===== config.mk =====
export PLATFORM = sky130hd
export DESIGN_NAME = alu_arbiter_flat
export DESIGN_NICKNAME = d
export VERILOG_FILES = /design/src/rtl/alu_arbiter_if.sv /design/src/rtl/alu_arbiter.sv /design/src/flat_wrapper.sv
export SDC_FILE = /design/constraint.sdc
export NUM_CORES = 1
export LEC_CHECK = 0
export ABC_AREA = 1
export ABC_CLOCK_PERIOD_IN_PS = 1500
export BUFFER_PORTS_ARGS = -buffer_cell sky130_fd_sc_hd__buf_4
export CAP_MARGIN = 0
export CORE_UTILIZATION = 40
export CTS_CLUSTER_DIAMETER = 120
export DETAILED_ROUTE_END_ITERATION = 8
export GPL_TIMING_DRIVEN = 0
export HOLD_SLACK_MARGIN = 0.15
export PLACE_DENSITY_LB_ADDON = 0.2
export REMOVE_ABC_BUFFERS = 1
export SETUP_SLACK_MARGIN = 0.05
export SLEW_MARGIN = 20
export SYNTH_ARGS = -nofsm -noshare
export SYNTH_HDL_FRONTEND = slang
export SYNTH_SLANG_ARGS = --single-unit

===== constraint.sdc =====
create_clock -name clk -period 1.5 [get_ports clk]
set_input_delay 0.075 -clock clk [delete_from_list [all_inputs] [get_ports clk]]
set_output_delay 0.075 -clock clk [all_outputs]
set_load 0.01 [all_outputs]

===== src/rtl/alu_arbiter_if.sv =====
// Requester/ALU-side bundle for alu_arbiter: two request ports, the shared result
// and the registered ALU drive. The master modport is the requester/ALU side.
interface alu_arbiter_if;
    logic       iReq0;
    logic       iReq1;
    logic [3:0] iOpCode0;
    logic [3:0] iOpCode1;
    logic [3:0] iA0;
    logic [3:0] iB0;
    logic [3:0] iA1;
    logic [3:0] iB1;
    logic       oGrant0;
    logic       oGrant1;
    logic       oDone0;
    logic       oDone1;
    logic [3:0] oResultado;
    logic [4:0] oFlags;
    logic [3:0] oAluOpCode;
    logic [3:0] oAluA;
    logic [3:0] oAluB;
    logic [3:0] iAluResultado;
    logic [4:0] iAluFlags;
    logic       oBusy;

    modport master (
        output iReq0, iReq1, iOpCode0, iOpCode1, iA0, iB0, iA1, iB1,
        output iAluResultado, iAluFlags,
        input  oGrant0, oGrant1, oDone0, oDone1, oResultado, oFlags,
        input  oAluOpCode, oAluA, oAluB, oBusy
    );

    modport slave (
        input  iReq0, iReq1, iOpCode0, iOpCode1, iA0, iB0, iA1, iB1,
        input  iAluResultado, iAluFlags,
        output oGrant0, oGrant1, oDone0, oDone1, oResultado, oFlags,
        output oAluOpCode, oAluA, oAluB, oBusy
    );
endinterface


===== src/rtl/alu_arbiter.sv =====
// Two-port arbiter in front of a single fixed-latency ALU: IDLE -> WAIT -> DONE.
// Define ALU_ARB_RR_EN for round-robin; otherwise port 0 has fixed priority.
module alu_arbiter #(
    parameter int LATENCY = 1
) (
    input  logic          clk,
    input  logic          iReset,
    alu_arbiter_if.slave  bus
);

    typedef enum logic [1:0] {IDLE, WAIT, DONE} state_t;

    localparam logic [3:0] LAST = 4'(LATENCY - 1);

    state_t     state_q, state_nxt;
    logic [3:0] cnt_q, cnt_nxt;
    logic       grant0_q, grant0_nxt;
    logic       grant1_q, grant1_nxt;
    logic       done0_q, done0_nxt;
    logic       done1_q, done1_nxt;
    logic [3:0] res_q, res_nxt;
    logic [4:0] flags_q, flags_nxt;
    logic [3:0] alu_op_q, alu_op_nxt;
    logic [3:0] alu_a_q, alu_a_nxt;
    logic [3:0] alu_b_q, alu_b_nxt;
    logic       win1;

`ifdef ALU_ARB_RR_EN
    logic ptr_q, ptr_nxt;

    // ptr_q set means port 1 is preferred on a tie.
    always_comb win1 = bus.iReq1 & (~bus.iReq0 | ptr_q);

    // After a completed operation, prefer the port that did not win.
    always_comb begin
        ptr_nxt = ptr_q;
        if (state_q == DONE)
            ptr_nxt = grant0_q;
    end

    always_ff @(posedge clk) begin
        if (iReset)
            ptr_q <= 1'b0;
        else
            ptr_q <= ptr_nxt;
    end
`else
    always_comb win1 = bus.iReq1 & ~bus.iReq0;
`endif

    always_ff @(posedge clk) begin
        if (iReset) begin
            state_q  <= IDLE;
            cnt_q    <= '0;
            grant0_q <= 1'b0;
            grant1_q <= 1'b0;
            done0_q  <= 1'b0;
            done1_q  <= 1'b0;
            res_q    <= '0;
            flags_q  <= '0;
            alu_op_q <= '0;
            alu_a_q  <= '0;
            alu_b_q  <= '0;
        end else begin
            state_q  <= state_nxt;
            cnt_q    <= cnt_nxt;
            grant0_q <= grant0_nxt;
            grant1_q <= grant1_nxt;
            done0_q  <= done0_nxt;
            done1_q  <= done1_nxt;
            res_q    <= res_nxt;
            flags_q  <= flags_nxt;
            alu_op_q <= alu_op_nxt;
            alu_a_q  <= alu_a_nxt;
            alu_b_q  <= alu_b_nxt;
        end
    end

    always_comb begin
        state_nxt  = state_q;
        cnt_nxt    = cnt_q;
        grant0_nxt = grant0_q;
        grant1_nxt = grant1_q;
        done0_nxt  = 1'b0;
        done1_nxt  = 1'b0;
        res_nxt    = res_q;
        flags_nxt  = flags_q;
        alu_op_nxt = alu_op_q;
        alu_a_nxt  = alu_a_q;
        alu_b_nxt  = alu_b_q;
        case (state_q)
            IDLE: begin
                if (bus.iReq0 || bus.iReq1) begin
                    state_nxt  = WAIT;
                    cnt_nxt    = '0;
                    grant0_nxt = ~win1;
                    grant1_nxt = win1;
                    alu_op_nxt = win1 ? bus.iOpCode1 : bus.iOpCode0;
                    alu_a_nxt  = win1 ? bus.iA1 : bus.iA0;
                    alu_b_nxt  = win1 ? bus.iB1 : bus.iB0;
                end
            end
            WAIT: begin
                cnt_nxt = cnt_q + 4'd1;
                // Requests are ignored here; a dropped request still completes.
                if (cnt_q == LAST) begin
                    res_nxt   = bus.iAluResultado;
                    flags_nxt = bus.iAluFlags;
                    done0_nxt = grant0_q;
                    done1_nxt = grant1_q;
                    state_nxt = DONE;
                end
            end
            DONE: begin
                grant0_nxt = 1'b0;
                grant1_nxt = 1'b0;
                state_nxt  = IDLE;
            end
            default: state_nxt = IDLE;
        endcase
    end

    assign bus.oGrant0    = grant0_q;
    assign bus.oGrant1    = grant1_q;
    assign bus.oDone0     = done0_q;
    assign bus.oDone1     = done1_q;
    assign bus.oResultado = res_q;
    assign bus.oFlags     = flags_q;
    assign bus.oAluOpCode = alu_op_q;
    assign bus.oAluA      = alu_a_q;
    assign bus.oAluB      = alu_b_q;
    assign bus.oBusy      = (state_q != IDLE);

    a_grant_onehot: assert property (@(posedge clk) disable iff (iReset)
        !(grant0_q && grant1_q));
    a_done_granted: assert property (@(posedge clk) disable iff (iReset)
        (!done0_q || grant0_q) && (!done1_q || grant1_q));

endmodule


===== src/flat_wrapper.sv =====
// flat-port wrapper written by rule: the top's interface ports become plain ports
module alu_arbiter_flat 
#(
    parameter int LATENCY = 1
)
  (clk, iReset, bus_iReq0, bus_iReq1, bus_iOpCode0, bus_iOpCode1, bus_iA0, bus_iB0, bus_iA1, bus_iB1, bus_iAluResultado, bus_iAluFlags, bus_oGrant0, bus_oGrant1, bus_oDone0, bus_oDone1, bus_oResultado, bus_oFlags, bus_oAluOpCode, bus_oAluA, bus_oAluB, bus_oBusy);
  alu_arbiter_if bus_i ();
  input  logic clk;
  input  logic iReset;
  input wire logic [$bits(bus_i.iReq0)-1:0] bus_iReq0;
  input wire logic [$bits(bus_i.iReq1)-1:0] bus_iReq1;
  input wire logic [$bits(bus_i.iOpCode0)-1:0] bus_iOpCode0;
  input wire logic [$bits(bus_i.iOpCode1)-1:0] bus_iOpCode1;
  input wire logic [$bits(bus_i.iA0)-1:0] bus_iA0;
  input wire logic [$bits(bus_i.iB0)-1:0] bus_iB0;
  input wire logic [$bits(bus_i.iA1)-1:0] bus_iA1;
  input wire logic [$bits(bus_i.iB1)-1:0] bus_iB1;
  input wire logic [$bits(bus_i.iAluResultado)-1:0] bus_iAluResultado;
  input wire logic [$bits(bus_i.iAluFlags)-1:0] bus_iAluFlags;
  output wire logic [$bits(bus_i.oGrant0)-1:0] bus_oGrant0;
  output wire logic [$bits(bus_i.oGrant1)-1:0] bus_oGrant1;
  output wire logic [$bits(bus_i.oDone0)-1:0] bus_oDone0;
  output wire logic [$bits(bus_i.oDone1)-1:0] bus_oDone1;
  output wire logic [$bits(bus_i.oResultado)-1:0] bus_oResultado;
  output wire logic [$bits(bus_i.oFlags)-1:0] bus_oFlags;
  output wire logic [$bits(bus_i.oAluOpCode)-1:0] bus_oAluOpCode;
  output wire logic [$bits(bus_i.oAluA)-1:0] bus_oAluA;
  output wire logic [$bits(bus_i.oAluB)-1:0] bus_oAluB;
  output wire logic [$bits(bus_i.oBusy)-1:0] bus_oBusy;
  assign bus_i.iReq0 = bus_iReq0;
  assign bus_i.iReq1 = bus_iReq1;
  assign bus_i.iOpCode0 = bus_iOpCode0;
  assign bus_i.iOpCode1 = bus_iOpCode1;
  assign bus_i.iA0 = bus_iA0;
  assign bus_i.iB0 = bus_iB0;
  assign bus_i.iA1 = bus_iA1;
  assign bus_i.iB1 = bus_iB1;
  assign bus_i.iAluResultado = bus_iAluResultado;
  assign bus_i.iAluFlags = bus_iAluFlags;
  assign bus_oGrant0 = bus_i.oGrant0;
  assign bus_oGrant1 = bus_i.oGrant1;
  assign bus_oDone0 = bus_i.oDone0;
  assign bus_oDone1 = bus_i.oDone1;
  assign bus_oResultado = bus_i.oResultado;
  assign bus_oFlags = bus_i.oFlags;
  assign bus_oAluOpCode = bus_i.oAluOpCode;
  assign bus_oAluA = bus_i.oAluA;
  assign bus_oAluB = bus_i.oAluB;
  assign bus_oBusy = bus_i.oBusy;
  alu_arbiter #(.LATENCY(LATENCY)) u_core (.clk(clk), .iReset(iReset), .bus(bus_i));
endmodule

# Word-level counts from Yosys, hierarchy flattened
# Index checks and enable logic that the tools add are counted.
[word_totals]
ff_bits = 31
latchBits = 0
mem_bits_rw = 0
mem_bits_ro = 0
inputBits = 37
n_memories = 0
[op_classes]
addsub = 1
multipliers = 0
div = 0
n_lt_le_gt_ge = 0
n_eq_ne = 4
shifts = 0
n_mux = 12
bitwise_logic = 5
reduce_logical = 12
[ops]
columns = ["operator", "count"]
rows = [
  ["2-to-1 mux 4 bit", 4],
  ["AND reduction 2 bit", 5],
  ["case mux 4 bit (2 select lines)", 1],
  ["nonzero test 2 bit", 3],
  ["adder 4 x 1 -> 4 bit (second input constant)", 1],
  ["zero test 4 bit", 1],
  ["2-to-1 mux 2 bit", 2],
  ["inequality test 2 x 1 -> 1 bit (second input constant)", 2],
  ["inverter 1 bit", 4],
  ["case mux 1 bit (2 select lines)", 2],
  ["case mux 2 bit (2 select lines)", 1],
  ["OR reduction 3 bit", 1],
  ["== test 2 x 1 -> 1 bit (second input constant)", 1],
  ["== test 2 bit (second input constant)", 1],
  ["zero test 2 bit", 1],
  ["2-to-1 mux 1 bit", 2],
  ["bitwise AND 1 bit", 1],
  ["logical OR 1 bit", 1],
]

# Logic depth before layout (Yosys ltp)
[logic_depth]
word_depth = 5
depth_mapped = 8
depth_no_buf = 7

# Worst setup path before layout
# OpenSTA, ideal clock, no wires.
[synth_timing]
kind = "register to register"
from = "register u_core.cnt_q[0]"
to = "register u_core.done0_q, in the netlist u_core.bus.oDone0"
arrival_ps = 1006
setup_slack_ps = 378
path_stages_with_launch = 7
synth_period_minus_slack_ps = 1122
cell_sequence = "dfxtp_1 > inv_1 > ha_1 > nand2_1 > nor2_1 > buf_4 > and3_1"
[synth_between]
elab_chain_len = 3
[synth_lines]
columns = ["element", "line_no", "rtl"]
rows = [
  ["start: declaration", "alu_arbiter.sv:16", "logic [3:0] cnt_q, cnt_nxt;"],
  ["start signal: assignment", "alu_arbiter.sv:66", "cnt_q <= cnt_nxt;"],
  ["zero test 4 bit", "alu_arbiter.sv:106", "if (cnt_q == LAST) begin"],
  ["inverter 1 bit (no source line)", "--", ""],
  ["OR reduction 3 bit (no source line)", "--", ""],
  ["end signal: assignment", "alu_arbiter.sv:69", "done0_q <= done0_nxt;"],
  ["end: declaration", "alu_arbiter.sv:19", "logic done0_q, done0_nxt;"],
]
# Every way passes these cells.
# A chain may end at the register's enable or synchronous reset.

# Worst setup path in the final report
[layout_timing]
from = "register u_core.cnt_q[0]"
to = "register u_core.done1_q, in the netlist u_core.bus.oDone1"
[layout_between]
elab_chain_len = 3
[layout_lines]
columns = ["element", "line_no", "rtl"]
rows = [
  ["zero test 4 bit", "alu_arbiter.sv:106", ""],
  ["inverter 1 bit (no source line)", "--", ""],
  ["OR reduction 3 bit (no source line)", "--", ""],
  ["end signal: assignment", "alu_arbiter.sv:70", "done1_q <= done1_nxt;"],
  ["end: declaration", "alu_arbiter.sv:20", "logic done1_q, done1_nxt;"],
]
# Every way passes these cells.

==> flow_metrics.tcl <==
set metrics [dict create \
    vias_per_cell 4.65 \
    wirelength_um 3800 \
    grt_pass1_vias 1441 \
    drc 0 \
    wl_per_cell_um 10.7 \
    cp-endpoint "u_core.bus.oDone1$_SDFF_PP0_" \
    rsz0062_at_grt "no" \
    slew_violations 0 \
    vias 1647 \
    ys_ff_latch 31 \
    critPathArrivalTime_ns 1.55 \
    fin_crit_ns 1.30 \
    row_count 21 \
    tritoncts "built" \
    drive_above_1_share_pct 23.7 \
    clock.fmax_mhz 770 \
    p_leak_nw 1.16 \
    nets 348 \
    yosys_warnings 0 \
    final_util_pct 68.7 \
    place_congestion 0.829 \
    cp.required_ns 1.75 \
    path_max_fanout 10 \
    cts-htree-levels 2 \
    ys_seq_area_share_pct 44.4 \
    rr_endpoint "u_core.bus.oDone1$_SDFF_PP0_" \
    clkLatencyLatePin_ns 0.31 \
    synthTopCellsByArea "dfxtp_1 (44%), nand2_1 (21%), nor2_1 (8.6%)" \
    clockBufferDepth 2 \
    drtPass1Iterations 4 \
    layout-area-overhead-vs-synth_pct 64.0 \
    root_buffer "clkbuf_4" \
    grt_max_degree 21 \
    grt.overflow.total 0 \
    cts_inserted_buffers 5 \
    netlist_area_sq_um 1400 \
    diodes 0 \
    setup_viol 0 \
    core_area_sq_um 3340 \
    grt_pass1_wl_um 6110 \
    yosys.area.top_type_share_pct 44.4 \
    synthTopCellsByCount "nand2_1 (78), nor2_1 (32), dfxtp_1 (31), inv_1 (19), a21oi_1 (17)" \
    dpl.hpwl_um 2120 \
    cts_sinks 31 \
    finClkSkew_ns 0.00663 \
    initial_core_util_pct 41.9 \
    synth-edff-count 0 \
    fp.dieH_um 61.1 \
    syn_inst 212 \
    io_pins 63 \
    cp_slowest_stage_delay_ns 0.35 \
    yosysMostFrequentCell "nand2_1" \
    reg2reg_from "u_core.cnt_q[0]$_SDFFE_PP0P_" \
    tns_ns 0 \
    antenna_left 0 \
    die_area_sq_um 3730 \
    drt-initial-drc-count 105 \
    grt_util_all_layers_pct 22.7 \
    cap_viol_max_count 0 \
    worst_pin_slew_ns 0.438 \
    vdd_drop_max_uv 552 \
    portBuffers 62 \
    holdCritPathClass "in2reg" \
    r2r_setup_slack_ns 0.20 \
    path_cells "inv_1, ha_1, nand2_1, nor2_4, and3_1" \
    status "complete, no violations" \
    fp.dieW_um 61.1 \
    path_clk_slew_ns 0.08 \
    finalHoldViolations 0 \
    yosys.area.top_type "dfxtp_1" \
    cpMaxStageDelayCell "dfxtp_1" \
    antenna_found_initial 0 \
    max_slew_margin_pct 70.8 \
    worstSetupPathType "reg2reg" \
    fillerInstances 289 \
    ys.flop_type "dfxtp_1" \
    fin_crit_sh_pct 86.6 \
    startpoint "u_core.cnt_q[0]$_SDFFE_PP0P_" \
    synthArstFlopShare_pct 0 \
    reg2reg_depth 5 \
    power_density_nw_per_um2 857 \
    avgSynthCellArea_sq_um 6.59 \
    cp-end-kind "flip-flop" \
    startpoint_type "flip-flop" \
    synth.distinct_cells 14 \
]
-- worst max-delay path, delay by kind of cell, from the launching register on --
kind          cells  cell delay, ns
simple gates      3            0.67
fa+ha+maj         1            0.15
buf+inv           1            0.07
flops             1            0.35
-- registers in the layout (all words and copies together), names as in the netlist --
register	cells
u_core.bus.oDone0	1
u_core.bus.oAluA	4
u_core.state_q	2
u_core.bus.oResultado	4
u_core.bus.oDone1	1
u_core.cnt_q	4
u_core.bus.oFlags	5
u_core.bus.oGrant1	1
u_core.bus.oGrant0	1
u_core.bus.oAluOpCode	4
u_core.bus.oAluB	4
-- layout make-up --
cell class | count | area (sq um) | share of cell area [%]
sequential | 31 | 621 | 27.1
clock buffer | 6 | 41.3 | 1.80
timing repair buffer | 98 | 826 | 36.0
inverter | 19 | 71.3 | 3.11
multi-input combinational | 154 | 676 | 29.5
tap | 46 | 57.6 | 2.51
-- cells by family (layout without fill, tap and decap cells) --
family,Yosys count,in the layout,share of synthesized area (%)
flip-flops,31,31,44.4
buffers and inverters,29,123,9.22
AO/OA/AOI/OAI,20,20,7.16
AND/OR/NAND/NOR,130,132,37.4
adder cells (fa/ha/maj),2,2,1.79
-- metal layers --
| layer | wire length (um) | share of wire [%] | vias to the layer above | GRT usage (%) |
|---|---|---|---|---|
| li1 | - | - | 849 | - |
| met1 | 1580 | 42 | 720 | 23.2 |
| met2 | 1850 | 49 | 70 | 40.4 |
| met3 | 299 | 7.9 | 8 | 10.3 |
| met4 | 70 | 1.8 | 0 | 8.77 |
| met5 | 0 | 0 | - | 0 |
-- worst min path at each step --
stage               slack [ns]            startpoint  cells after the start                                     to
floorplan                 0.14                iReset                      1       u_core.bus.oAluA[0]$_SDFFE_PP0P_
detailed placement        0.37             bus_iReq0                      3        u_core.bus.oGrant0$_SDFFE_PP0P_
global placement          0.37  bus_iAluResultado[0]                      5  u_core.bus.oResultado[0]$_SDFFE_PP0P_
finish                    0.27             bus_iReq0                      4        u_core.bus.oGrant1$_SDFFE_PP0P_
CTS                       0.24             bus_iReq0                      4        u_core.bus.oGrant1$_SDFFE_PP0P_
global route              0.32             bus_iReq0                      4        u_core.bus.oGrant1$_SDFFE_PP0P_
-- cells in the final DEF (no fill, tap or decap), drive strengths merged --
master,n
nand2,79
buf,62
dlygate4sd3,36
nor2,35
dfxtp,31
inv,19
a21oi,17
nand3,16
clkbuf,6
o21ai,3
and3,2
ha,2
-- report_power, final --
group	total [W]	internal, W	switching, W
logic	0.000608	0.000301	0.000307
clock network	0.000411	0.000166	0.000244
registers	0.000946	0.000903	0.0000433
-- through the flow --
stage | total power, W | setup slack, ns | std cells | hold slack [ns] | area [sq um]
after global routing | 0.00212 | 0.0715 | 354 | 0.320 | 2290
final | 0.00197 | 0.202 | 354 | 0.273 | 2290
after CTS | 0.00197 | 0.174 | 352 | 0.241 | 2270
after floorplan | 0.00123 | -0.0260 | 202 | 0.144 | 1340
after detailed placement | 0.00147 | -0.326 | 310 | 0.373 | 1860
after global placement | 0.00147 | -0.351 | 310 | 0.368 | 1860
-- repair_timing --
action                     in CTS  in global routing
pin swaps                       0                  1
gates cloned                    0                  2
setup buffers                   0                  0
hold endpoints to repair       26                  0
resized for setup               2                  2
hold buffers                   36                  0
setup endpoints to repair      11                 10
Note: power is estimated with default switching activity, not from simulation.
